===== src/rtl/smem_console_writer.sv =====
// smem_console_writer: writer side of the text-mode screen memory.
// Turns a valid/ready stream of console commands (PUT, NEWLINE, CLEAR, HOME)
// into single-cycle write strobes into an nrows x ncols screen memory, while
// tracking a row/column cursor and its linear address.
//
// Ports:
//   clk, resetn            clock, synchronous active-low reset
//   in_valid/in_ready      command handshake (in_ready is combinational)
//   in_cmd, in_char        command (0 PUT, 1 NEWLINE, 2 CLEAR, 3 HOME), char code
//   smem_wr/addr/wdata     registered write port towards the smem
//   cursor_addr            linear cursor position row*ncols+col
//   busy                   high while a full-screen clear is running
module smem_console_writer #(
    parameter int unsigned Nchars     = 4,
    parameter int unsigned ncols      = 40,
    parameter int unsigned nrows      = 30,
    parameter int unsigned smem_size  = 1200,
    parameter int unsigned blank_code = 0
) (
    input  logic                         clk,
    input  logic                         resetn,
    input  logic                         in_valid,
    output logic                         in_ready,
    input  logic [1:0]                   in_cmd,
    input  logic [$clog2(Nchars)-1:0]    in_char,
    output logic                         smem_wr,
    output logic [$clog2(smem_size)-1:0] smem_addr,
    output logic [$clog2(Nchars)-1:0]    smem_wdata,
    output logic [$clog2(smem_size)-1:0] cursor_addr,
    output logic                         busy
);

    localparam int unsigned CW   = $clog2(Nchars);
    localparam int unsigned AW   = $clog2(smem_size);
    localparam int unsigned COLW = $clog2(ncols);
    localparam int unsigned ROWW = $clog2(nrows);

    localparam logic [1:0] CMD_PUT     = 2'd0;
    localparam logic [1:0] CMD_NEWLINE = 2'd1;
    localparam logic [1:0] CMD_CLEAR   = 2'd2;
    localparam logic [1:0] CMD_HOME    = 2'd3;

    localparam logic [CW-1:0] BLANK = CW'(blank_code);

    typedef enum logic {
        S_IDLE  = 1'b0,
        S_CLEAR = 1'b1
    } state_t;

    state_t            state_q, state_d;
    logic [COLW-1:0]   col_q, col_d;
    logic [ROWW-1:0]   row_q, row_d;
    logic [AW-1:0]     cur_q, cur_d;
    logic [AW-1:0]     clr_q, clr_d;
    logic              wr_q, wr_d;
    logic [AW-1:0]     addr_q, addr_d;
    logic [CW-1:0]     wdata_q, wdata_d;

    logic accept;
    logic last_col;
    logic last_row;
    logic clr_last;

    assign in_ready = resetn && (state_q == S_IDLE);
    assign accept   = in_valid && in_ready;
    assign last_col = (col_q == COLW'(ncols - 1));
    assign last_row = (row_q == ROWW'(nrows - 1));
    // clr_q holds the address written in the current cycle
    assign clr_last = (clr_q == AW'(smem_size - 1));

    // State register
    always_ff @(posedge clk) begin
        if (!resetn) begin
            state_q <= S_IDLE;
        end else begin
            state_q <= state_d;
        end
    end

    // Next-state logic
    always_comb begin
        state_d = state_q;
        case (state_q)
            S_IDLE: begin
                if (accept && (in_cmd == CMD_CLEAR)) begin
                    state_d = S_CLEAR;
                end
            end
            S_CLEAR: begin
                if (clr_last) begin
                    state_d = S_IDLE;
                end
            end
            default: state_d = S_IDLE;
        endcase
    end

    // Cursor, clear counter and write-port next values
    always_comb begin
        col_d   = col_q;
        row_d   = row_q;
        cur_d   = cur_q;
        clr_d   = clr_q;
        wr_d    = 1'b0;
        addr_d  = addr_q;
        wdata_d = wdata_q;
        case (state_q)
            S_IDLE: begin
                if (accept) begin
                    case (in_cmd)
                        CMD_PUT: begin
                            wr_d    = 1'b1;
                            addr_d  = cur_q;
                            wdata_d = in_char;
                            if (!last_col) begin
                                col_d = col_q + COLW'(1);
                                cur_d = cur_q + AW'(1);
                            end else if (!last_row) begin
                                col_d = '0;
                                row_d = row_q + ROWW'(1);
                                cur_d = cur_q + AW'(1);
                            end else begin
                                col_d = '0;
                                row_d = '0;
                                cur_d = '0;
                            end
                        end
                        CMD_NEWLINE: begin
                            col_d = '0;
                            if (!last_row) begin
                                row_d = row_q + ROWW'(1);
                                // start of next row without a multiplier
                                cur_d = cur_q - AW'(col_q) + AW'(ncols);
                            end else begin
                                row_d = '0;
                                cur_d = '0;
                            end
                        end
                        CMD_CLEAR: begin
                            // first blank write is issued on the accepting edge
                            wr_d    = 1'b1;
                            addr_d  = '0;
                            wdata_d = BLANK;
                            clr_d   = '0;
                        end
                        CMD_HOME: begin
                            col_d = '0;
                            row_d = '0;
                            cur_d = '0;
                        end
                        default: ;
                    endcase
                end
            end
            S_CLEAR: begin
                if (clr_last) begin
                    col_d = '0;
                    row_d = '0;
                    cur_d = '0;
                end else begin
                    wr_d    = 1'b1;
                    addr_d  = clr_q + AW'(1);
                    wdata_d = BLANK;
                    clr_d   = clr_q + AW'(1);
                end
            end
            default: ;
        endcase
    end

    // Datapath registers
    always_ff @(posedge clk) begin
        if (!resetn) begin
            col_q   <= '0;
            row_q   <= '0;
            cur_q   <= '0;
            clr_q   <= '0;
            wr_q    <= 1'b0;
            addr_q  <= '0;
            wdata_q <= '0;
        end else begin
            col_q   <= col_d;
            row_q   <= row_d;
            cur_q   <= cur_d;
            clr_q   <= clr_d;
            wr_q    <= wr_d;
            addr_q  <= addr_d;
            wdata_q <= wdata_d;
        end
    end

    assign smem_wr     = wr_q;
    assign smem_addr   = addr_q;
    assign smem_wdata  = wdata_q;
    assign cursor_addr = cur_q;
    assign busy        = (state_q == S_CLEAR);

endmodule


===== config.mk =====
export PLATFORM = sky130hd
export DESIGN_NAME = smem_console_writer
export DESIGN_NICKNAME = d
export VERILOG_FILES = /design/src/rtl/smem_console_writer.sv
export SDC_FILE = /design/constraint.sdc
export NUM_CORES = 1
export LEC_CHECK = 0
export CORE_MARGIN = 3
export CORE_UTILIZATION = 45
export CTS_BUF_LIST = sky130_fd_sc_hd__clkbuf_4 sky130_fd_sc_hd__clkbuf_8
export DETAILED_ROUTE_END_ITERATION = 6
export PLACE_DENSITY = 0.7
export SLEW_MARGIN = 30
export SYNTH_ARGS = -nofsm -noshare
export SYNTH_HDL_FRONTEND = slang
export SYNTH_SLANG_ARGS = --single-unit

===== constraint.sdc =====
create_clock -name clk -period 2.7 [get_ports clk]
set_clock_uncertainty 0.1 [all_clocks]
set_input_delay 0.54 -clock clk [delete_from_list [all_inputs] [get_ports clk]]
set_output_delay 0.54 -clock clk [all_outputs]
set_load 0.01 [all_outputs]

; ---- Word-level counts from Yosys, hierarchy flattened
; Index checks and enable logic that the tools add are counted.
[word_totals]
ff_bits = 48
output_inout_bits = 27
romBits = 0
inputBits = 7
ram_bits = 0
latchBits = 0
mem_count = 0
[op_classes]
div = 0
n_mul = 0
mux = 35
n_addsub = 6
eq_ne = 14
reduce_logical = 11
shifts = 0
order_cmp = 0
bitwise = 1
[ops]
columns = cell, count
row1 = 2-to-1 mux 11 bit, 9
row2 = one-hot mux 11 bit (2 select lines), 4
row3 = one-hot mux 11 bit (3 select lines), 1
row4 = one-hot mux 6 bit (2 select lines), 2
row5 = adder 11 x 1 -> 11 bit (second input constant), 2
row6 = 2-to-1 mux 5 bit, 4
row7 = 2-to-1 mux 6 bit, 3
row8 = one-hot mux 5 bit (3 select lines), 1
row9 = AND reduction 3 bit, 4
row10 = adder 11 x 6 -> 11 bit (second input constant), 1
row11 = == test 11 bit (second input constant), 1
row12 = subtractor 11 x 6 -> 11 bit, 1
row13 = one-hot mux 5 bit (2 select lines), 1
row14 = one-hot mux 2 bit (2 select lines), 2
row15 = adder 6 x 1 -> 6 bit (second input constant), 1
row16 = == test 6 bit (second input constant), 1
row17 = adder 5 x 1 -> 5 bit (second input constant), 1
row18 = == test 5 bit (second input constant), 1
row19 = == test 2 bit (second input constant), 2
row20 = 2-to-1 mux 1 bit, 4
row21 = 2-to-1 mux 2 bit, 2
row22 = != test 2 x 1 -> 1 bit (second input constant), 2
row23 = != test 2 bit (second input constant), 2
row24 = != test 4 x 1 -> 1 bit (second input constant), 1
row25 = other kinds (10), 14

; ---- Logic depth before layout (Yosys ltp)
; Gate-level depths: netlist (run 1).
[depth]
ltp_word = 6
mapped_depth = 11
depth_no_buf = 11

; ---- Least setup slack after synthesis (run 1)
; Ideal clock, no wire load.
[synth_timing]
path_kind = register -> register
start = register cur_q[3], in the netlist cursor_addr[3]
end = register cur_q[8], in the netlist cursor_addr[8]
synth_period_minus_slack_ns = 2.312
arrival_time_ns = 2.085
path_buffers = 0
setup_time_ns = 0.127
setup_slack_ns = 0.388
stages_incl_launch_ff = 10
t_required_ns = 2.473
cell_sequence = dfxtp_1 > inv_1 > ha_1 > inv_1 > ha_1 > nand3_1 > nor2_1 > o41ai_1 > a211oi_1 > or3_1
[synth_via]
elab_chain_len = 6
elab_cells_between_ends = 9
cone_classes = add/sub (3) / mux (6)
[synth_rtl]
columns = element, line
row1 = "start, declared", 53  ; logic [AW-1:0] cur_q, cur_d;
row2 = "start signal, assigned", 184  ; cur_q <= cur_d;
row3 = subtractor 11 x 6 -> 11 bit or adder 11 x 1 -> 11 bit (tied branches), "133, 117, 121"
row4 = adder 11 x 6 -> 11 bit or 2-to-1 mux 11 bit (tied branches), "133, 118"
row5 = "2-to-1 mux 11 bit, on equally long branches", "130, 115"
row6 = one-hot mux 11 bit (3 select lines) (*), 110  ; case (in_cmd)
row7 = 2-to-1 mux 11 bit (*), 109  ; if (accept) begin
row8 = one-hot mux 11 bit (2 select lines) (*), 107  ; case (state_q)
; Mark *: on every way between the ends. The rest lies on a longest branch, timed or not. The select of a mux whose other input is x is not followed.
; A chain may end at the register's enable or synchronous reset.

; ---- Worst setup path in the final report (run 1)
[layout_timing]
start = input resetn
end = output in_ready
[layout_via]
elab_chain_len = 1
[layout_rtl]
columns = element, line
row1 = "start, declared", 21  ; input logic resetn,
row2 = logical AND 1 bit, 64  ; assign in_ready = resetn && (state_q == S_IDLE);
row3 = "end, declared", 23  ; output logic in_ready,
; Every way passes these cells.

==> results of run 1 <==
==> cells in the mapped netlist, types with 4 or more instances <==
master                     instances  area [µm²]
sky130_fd_sc_hd__clkbuf_1          6        22.5
sky130_fd_sc_hd__and2_1            4        25.0
sky130_fd_sc_hd__a21oi_1          23         115
sky130_fd_sc_hd__inv_1            29         109
sky130_fd_sc_hd__a211oi_1          5        37.5
sky130_fd_sc_hd__o32a_1            4        40.0
sky130_fd_sc_hd__nor3_1           13        65.1
sky130_fd_sc_hd__a31oi_1           9        56.3
sky130_fd_sc_hd__o22ai_1           5        31.3
sky130_fd_sc_hd__ha_1             27         338
sky130_fd_sc_hd__a311oi_1          4        35.0
sky130_fd_sc_hd__o221ai_1          4        35.0
sky130_fd_sc_hd__xor2_1           12         105
sky130_fd_sc_hd__a22oi_1           4        30.0
sky130_fd_sc_hd__or3_1             7        43.8
sky130_fd_sc_hd__nand2_1          41         154
sky130_fd_sc_hd__nand3_1          14        70.1
sky130_fd_sc_hd__o21ai_1          11        55.1
sky130_fd_sc_hd__nor2_1           33         124
sky130_fd_sc_hd__o21ai_0           6        30.0
sky130_fd_sc_hd__xnor2_1           8        70.1
sky130_fd_sc_hd__nand4_1           4        25.0
sky130_fd_sc_hd__dfxtp_1          48         961
==> cells by family (layout without fill, tap and decap cells) <==
family | Yosys count | in the layout | share of synthesized area
XOR/XNOR | 20 | 20 | 0.0558
AO/OA/AOI/OAI | 102 | 102 | 0.230
multiplexers | 4 | 4 | 0.0131
flip-flops | 48 | 48 | 0.306
adder cells (fa/ha/maj) | 28 | 28 | 0.114
buffers and inverters | 42 | 91 | 0.0562
AND/OR/NAND/NOR | 140 | 140 | 0.225
==> cells in the final DEF (no fill, tap or decap), types with 4 or more instances in the layout <==
cell | Yosys | final
sky130_fd_sc_hd__clkdlybuf4s50_1 | 0 | 33
sky130_fd_sc_hd__o21ai_0 | 6 | 6
sky130_fd_sc_hd__nand4_1 | 4 | 4
sky130_fd_sc_hd__o221ai_1 | 4 | 4
sky130_fd_sc_hd__dfxtp_1 | 48 | 48
sky130_fd_sc_hd__xor2_1 | 12 | 12
sky130_fd_sc_hd__nand2_1 | 41 | 41
sky130_fd_sc_hd__and2_1 | 4 | 4
sky130_fd_sc_hd__nor2_1 | 33 | 33
sky130_fd_sc_hd__clkbuf_8 | 0 | 6
sky130_fd_sc_hd__xnor2_1 | 8 | 8
sky130_fd_sc_hd__inv_1 | 29 | 29
sky130_fd_sc_hd__nand3_1 | 14 | 14
sky130_fd_sc_hd__ha_1 | 27 | 27
sky130_fd_sc_hd__or3_1 | 7 | 7
sky130_fd_sc_hd__a31oi_1 | 9 | 9
sky130_fd_sc_hd__o32a_1 | 4 | 4
sky130_fd_sc_hd__nor3_1 | 13 | 13
sky130_fd_sc_hd__a22oi_1 | 4 | 4
sky130_fd_sc_hd__a21oi_1 | 23 | 23
sky130_fd_sc_hd__buf_4 | 2 | 21
sky130_fd_sc_hd__a211oi_1 | 5 | 5
sky130_fd_sc_hd__a311oi_1 | 4 | 4
sky130_fd_sc_hd__o22ai_1 | 5 | 5
sky130_fd_sc_hd__o21ai_1 | 11 | 11
==> state kept, by name (all words and copies together) (netlist names) <==
register	cells
busy	1
clr_q	11
col_q	6
cursor_addr	11
row_q	5
smem_addr	11
smem_wdata	2
smem_wr	1
==> where the power goes <==
| group | switching, mW | internal [mW] |
|---|---|---|
| clock network | 0.248 | 0.208 |
| logic | 0.176 | 0.161 |
| registers | 0.0303 | 0.737 |
| total | 0.455 | 1.10 |
==> metrics by stage <==
stage	area (µm²)	hold WS (ps)	total power, mW	setup WS [ps]
global route	3770	438	1.64	39.4
finish	3770	402	1.56	180
floorplan	3140	363	0.983	388
detailed placement	3680	386	1.12	9.06
global placement	3680	376	1.11	66.4
CTS	3770	400	1.57	157
==> final timing paths <==
check                          from                           to  cells after the start
max                          resetn                     in_ready                      4
min          clr_q[10]$_SDFFE_PN0P_       clr_q[10]$_SDFFE_PN0P_                      2
max reg2reg   col_q[2]$_SDFFE_PN0P_  cursor_addr[8]$_SDFFE_PN0P_                      8
min reg2reg  clr_q[10]$_SDFFE_PN0P_       clr_q[10]$_SDFFE_PN0P_                      2
==> worst max-delay path: stages <==
cell and delay, ps:
sky130_fd_sc_hd__clkdlybuf4s50_1 570, sky130_fd_sc_hd__inv_1 100, sky130_fd_sc_hd__nor2_1 120, sky130_fd_sc_hd__clkdlybuf4s50_1 550
==> layout make-up <==
class	instances	area (µm²)	area share
multi-input combinational	294	2000	0.531
clock buffer	6	82.6	0.0219
sequential	48	961	0.255
inverter	29	109	0.0288
clock inverter	2	15.0	0.00398
timing repair buffer	54	488	0.129
tap	93	116	0.0308
==> routing by layer <==
layer,wire length (µm),vias to the layer above,track usage,part of all wire
met5,0,-,0,0
met4,104,0,0.0568,0.014
met3,297,9,0.0313,0.039
met2,3500,74,0.319,0.46
met1,3710,1384,0.284,0.49
li1,-,1496,-,-
==> out/summary.txt, run 1 <==
Fmax: 0.397 GHz
Count of standard-cell rows: 29
Pins Over Slew Limit: 0
Layout net count: 467
Number of clock sinks: 48
Final cell count without fillers: 526
Critical-path maximum fanout: 4
RSZ-0062 raised after global routing: no
Height of the die: 89.5 µm
P&R area growth vs syn: 20.2%
Cells after DPL: 518
Global route total overflow: 0
Die width: 89.5 µm
Syn_area_per_cell: 8.18 µm²
P_leak: 1.49 nW
Core footprint: 6570 µm²
Post-CTS sizing: 0
Count of port buffers added during placement: 33
Final critical-path required period: 2520 ps
Outcome: completed
Post-synth EDFFs: 0
Ratio of routed vias to standard cells: 5.63
Clock tree from TritonCTS: built
Count of state elements after synthesis: 48
Critical path type: input pin to output port
Max IR drop VDD: 0.219 mV
Data arrival, critical path: 1880 ps
Net count after synthesis: 419
Area of the mapped netlist: 3140 µm²
Vias in the first global route: 2727
I/O pins: 34
Clk Tree Root Cell: sky130_fd_sc_hd__clkbuf_8
Final worst path period share: 0.933
Starting utilization of the core area: 0.478
Flop2flop setup slack: 200 ps
Data required time of the critical path: 2060 ps
Pin count of the biggest net entering global routing: 25
Final design utilization: 0.575
Detailed-route via count: 2963
First-pass iteration count of the detailed router: 4
Aggregate routed wire length: 7610 µm
Number of antenna repair diodes: 0
Final setup violation count: 0
Post-CTS setup repair buffer count: 0
Areal power density over the cells: 413 nW/µm²
HPWL reported at the end of detailed placement: 5880 µm
Maximum clock insertion buffer count: 2
Sequential share of the synthesized area: 0.306
Htree depth: 2
Wire length of the first global-routing pass: 12800 µm
Routed len/inst: 14.5 µm
DRC violations left: 0
All-Layer GR Usage: 0.202
Share of flip-flops with an asynchronous set or reset after synthesis: 0
Ratio of cells with drive above 1 in the final layout: 0.0993
Total clock buffers created by CTS: 5
Clock transition at path regs: 90 ps
Die outline area: 8020 µm²
Source-to-sink clock delay at the later pin of the worst-skew pair: 300 ps
Normalized max-slew margin: 0.507
Cts hold-fix bufs: 0
Hold/Removal Path Class: flop to flop
Filler cells: 600
Worst Setup Start Kind: input pin
Total number of yosys warnings: 0
Crit end category: output port
Hold Violations, Final: 0
Number of antenna violations at the first check in global routing: 0
Setup_tns: 0 ps
Gpl congestion: 0.923
Main flop type after synthesis: sky130_fd_sc_hd__dfxtp_1
Instance count of the mapped netlist: 384
Max-Cap Viols: 0
Slew at the pin closest to its max-slew limit: 732 ps
Count of unique library cells instantiated by Yosys: 65
Detailed Route Iter0 Violations: 261
DRT antenna net count: 0
Note: power is estimated with default switching activity, not from simulation.
==> run 2: changes to the inputs <==
--- a/config.mk
+++ b/config.mk
@@ -9,6 +9,7 @@
 export CORE_UTILIZATION = 45
 export CTS_BUF_LIST = sky130_fd_sc_hd__clkbuf_4 sky130_fd_sc_hd__clkbuf_8
 export DETAILED_ROUTE_END_ITERATION = 6
+export HOLD_SLACK_MARGIN = 0.12
 export PLACE_DENSITY = 0.7
 export SLEW_MARGIN = 30
 export SYNTH_ARGS = -nofsm -noshare
==> results of run 2 <==
No change in the layout: final DEF, timing and power equal those of run 1.
==> run 3: changes to the inputs <==
--- a/config.mk
+++ b/config.mk
@@ -5,6 +5,7 @@
 export SDC_FILE = /design/constraint.sdc
 export NUM_CORES = 1
 export LEC_CHECK = 0
+export CORE_ASPECT_RATIO = 0.7
 export CORE_MARGIN = 3
 export CORE_UTILIZATION = 45
 export CTS_BUF_LIST = sky130_fd_sc_hd__clkbuf_4 sky130_fd_sc_hd__clkbuf_8
==> out/summary.txt, run 3 (synthesis results as in run 1) <==
Critical path type: flop to flop
Ratio of cells with drive above 1 in the final layout: 0.101 (+0.00208)
Hold/Removal Path Class: flop to flop
Aggregate routed wire length: 8080 µm (+6.1%)
Post-CTS sizing: 0 (unchanged)
Global route total overflow: 0 (unchanged)
Count of standard-cell rows: 24 (-17%)
Ratio of routed vias to standard cells: 5.66 (+0.49%)
P&R area growth vs syn: 21.2%
Cells after DPL: 517 (-0.19%)
Final setup violation count: 0 (unchanged)
Source-to-sink clock delay at the later pin of the worst-skew pair: 300 ps (about the same)
Vias in the first global route: 2722 (-0.18%)
Crit end category: flop
Total clock buffers created by CTS: 5 (unchanged)
Fmax: 0.398 GHz (+0.25%)
Final critical-path required period: 2510 ps (-6.22 ps)
Count of port buffers added during placement: 33 (unchanged)
Critical-path maximum fanout: 4 (unchanged)
Normalized max-slew margin: 0.546 (+0.0385)
Worst Hold Margin: 407 ps (+4.80 ps)
Number of clock sinks: 48 (unchanged)
Max IR drop VDD: 0.250 mV (+15%)
Gpl congestion: 0.871 (-5.7%)
Htree depth: 2 (unchanged)
I/O pins: 34 (unchanged)
Final worst path period share: 0.931 (-0.00230)
P_leak: 1.52 nW (+1.7%)
All-Layer GR Usage: 0.210 (+0.00773)
Die width: 106 µm (+18%)
Final design utilization: 0.587 (+0.0120)
First-pass iteration count of the detailed router: 5 (+1)
Layout net count: 468 (+0.21%)
Max-Cap Viols: 0 (unchanged)
Core footprint: 6490 µm² (-1.2%)
Slew at the pin closest to its max-slew limit: 675 ps (-57.2 ps)
Data required time of the critical path: 2780 ps (+720 ps)
Number of antenna violations at the first check in global routing: 0 (unchanged)
HPWL reported at the end of detailed placement: 6210 µm (+5.6%)
Cts hold-fix bufs: 0 (unchanged)
Detailed Route Iter0 Violations: 168 (-36%)
Areal power density over the cells: 432 nW/µm² (+4.6%)
Post-CTS setup repair buffer count: 0 (unchanged)
Hold Violations, Final: 0 (unchanged)
RSZ-0062 raised after global routing: no
Pins Over Slew Limit: 0 (unchanged)
Height of the die: 75.9 µm (-15%)
Filler cells: 610 (+1.7%)
Maximum clock insertion buffer count: 2 (unchanged)
Worst Setup Start Kind: flop
DRT antenna net count: 0 (unchanged)
Data arrival, critical path: 2590 ps (+710 ps)
Wire length of the first global-routing pass: 13500 µm (+5.3%)
Number of antenna repair diodes: 0 (unchanged)
DRC violations left: 0 (unchanged)
Final cell count without fillers: 525 (-0.19%)
Commonest non-fill, non-tap cell in the layout: sky130_fd_sc_hd__dfxtp_1
Routed len/inst: 15.4 µm (+6.3%)
Detailed-route via count: 2972 (+0.30%)
Clock tree from TritonCTS: built
Starting utilization of the core area: 0.484 (+0.00600)
Commonest cells after routing, fill and taps aside: sky130_fd_sc_hd__dfxtp_1, sky130_fd_sc_hd__nand2_1, sky130_fd_sc_hd__nor2_1, sky130_fd_sc_hd__clkdlybuf4s50_1, sky130_fd_sc_hd__inv_1
Clk Tree Root Cell: sky130_fd_sc_hd__clkbuf_8
Pin count of the biggest net entering global routing: 26 (+4.0%)
Outcome: completed
Die outline area: 8030 µm² (+0.20%)
Clock transition at path regs: 90 ps (about the same)
[run 3: per-stage QoR]
step,power [mW],setup slack (ps),instance area (µm²),setup TNS [ps]
2_1_floorplan,0.983,388,3140,0
3_3_place_gp,1.12,13.7,3690,0
3_5_place_dp,1.13,-51.1,3690,-126
4_1_cts,1.65,157,3810,0
5_1_grt,1.72,11.0,3810,0
6_report,1.64,186,3810,0
[run 3: path summary, 6_finish.rpt]
path	cells after the start	startpoint	slack, ps	to
setup reg to reg	10	col_q[1]$_SDFFE_PN0P_	190	cursor_addr[9]$_SDFFE_PN0P_
hold / removal	1	smem_addr[2]$_SDFFE_PN0P_	410	smem_addr[2]$_SDFFE_PN0P_
setup / recovery	10	col_q[1]$_SDFFE_PN0P_	190	cursor_addr[9]$_SDFFE_PN0P_
hold reg to reg	1	smem_addr[2]$_SDFFE_PN0P_	410	smem_addr[2]$_SDFFE_PN0P_
[run 3: metal layers]
| metal | GRT usage | vias to the layer above | wire, µm |
|---|---|---|---|
| met1 | 0.314 | 1398 | 4230 |
| li1 | - | 1487 | - |
| met4 | 0.0388 | 0 | 47 |
| met2 | 0.323 | 82 | 3300 |
| met5 | 0 | - | 0 |
| met3 | 0.0330 | 5 | 492 |
[run 3: worst max-delay path, stage by stage (launching register included)]
cell	delay, ps
sky130_fd_sc_hd__dfxtp_1	390
sky130_fd_sc_hd__inv_1	90
sky130_fd_sc_hd__ha_1	290
sky130_fd_sc_hd__ha_1	170
sky130_fd_sc_hd__inv_1	60
sky130_fd_sc_hd__fa_1	400
sky130_fd_sc_hd__nand2b_1	190
sky130_fd_sc_hd__a211oi_1	220
sky130_fd_sc_hd__and3b_1	220
sky130_fd_sc_hd__xor2_1	150
sky130_fd_sc_hd__o221ai_1	120
[run 3: cell type report]
class / count / area, µm² / share of cell area
flip-flops and latches: 48 / 961 / 0.252
clock buffers: 6 / 76.3 / 0.0201
inverters: 29 / 109 / 0.0286
well taps: 91 / 114 / 0.0299
multi-input cells: 294 / 2000 / 0.526
repair buffers: 55 / 508 / 0.133
clock inverters: 2 / 35.0 / 0.00920
[run 3: where the power goes]
group,leakage (nW),total [mW],switching [mW],internal (mW)
Sequential,0.389,0.769,0.0322,0.737
Clock,0.0586,0.531,0.246,0.285
Combinational,1.07,0.345,0.180,0.165
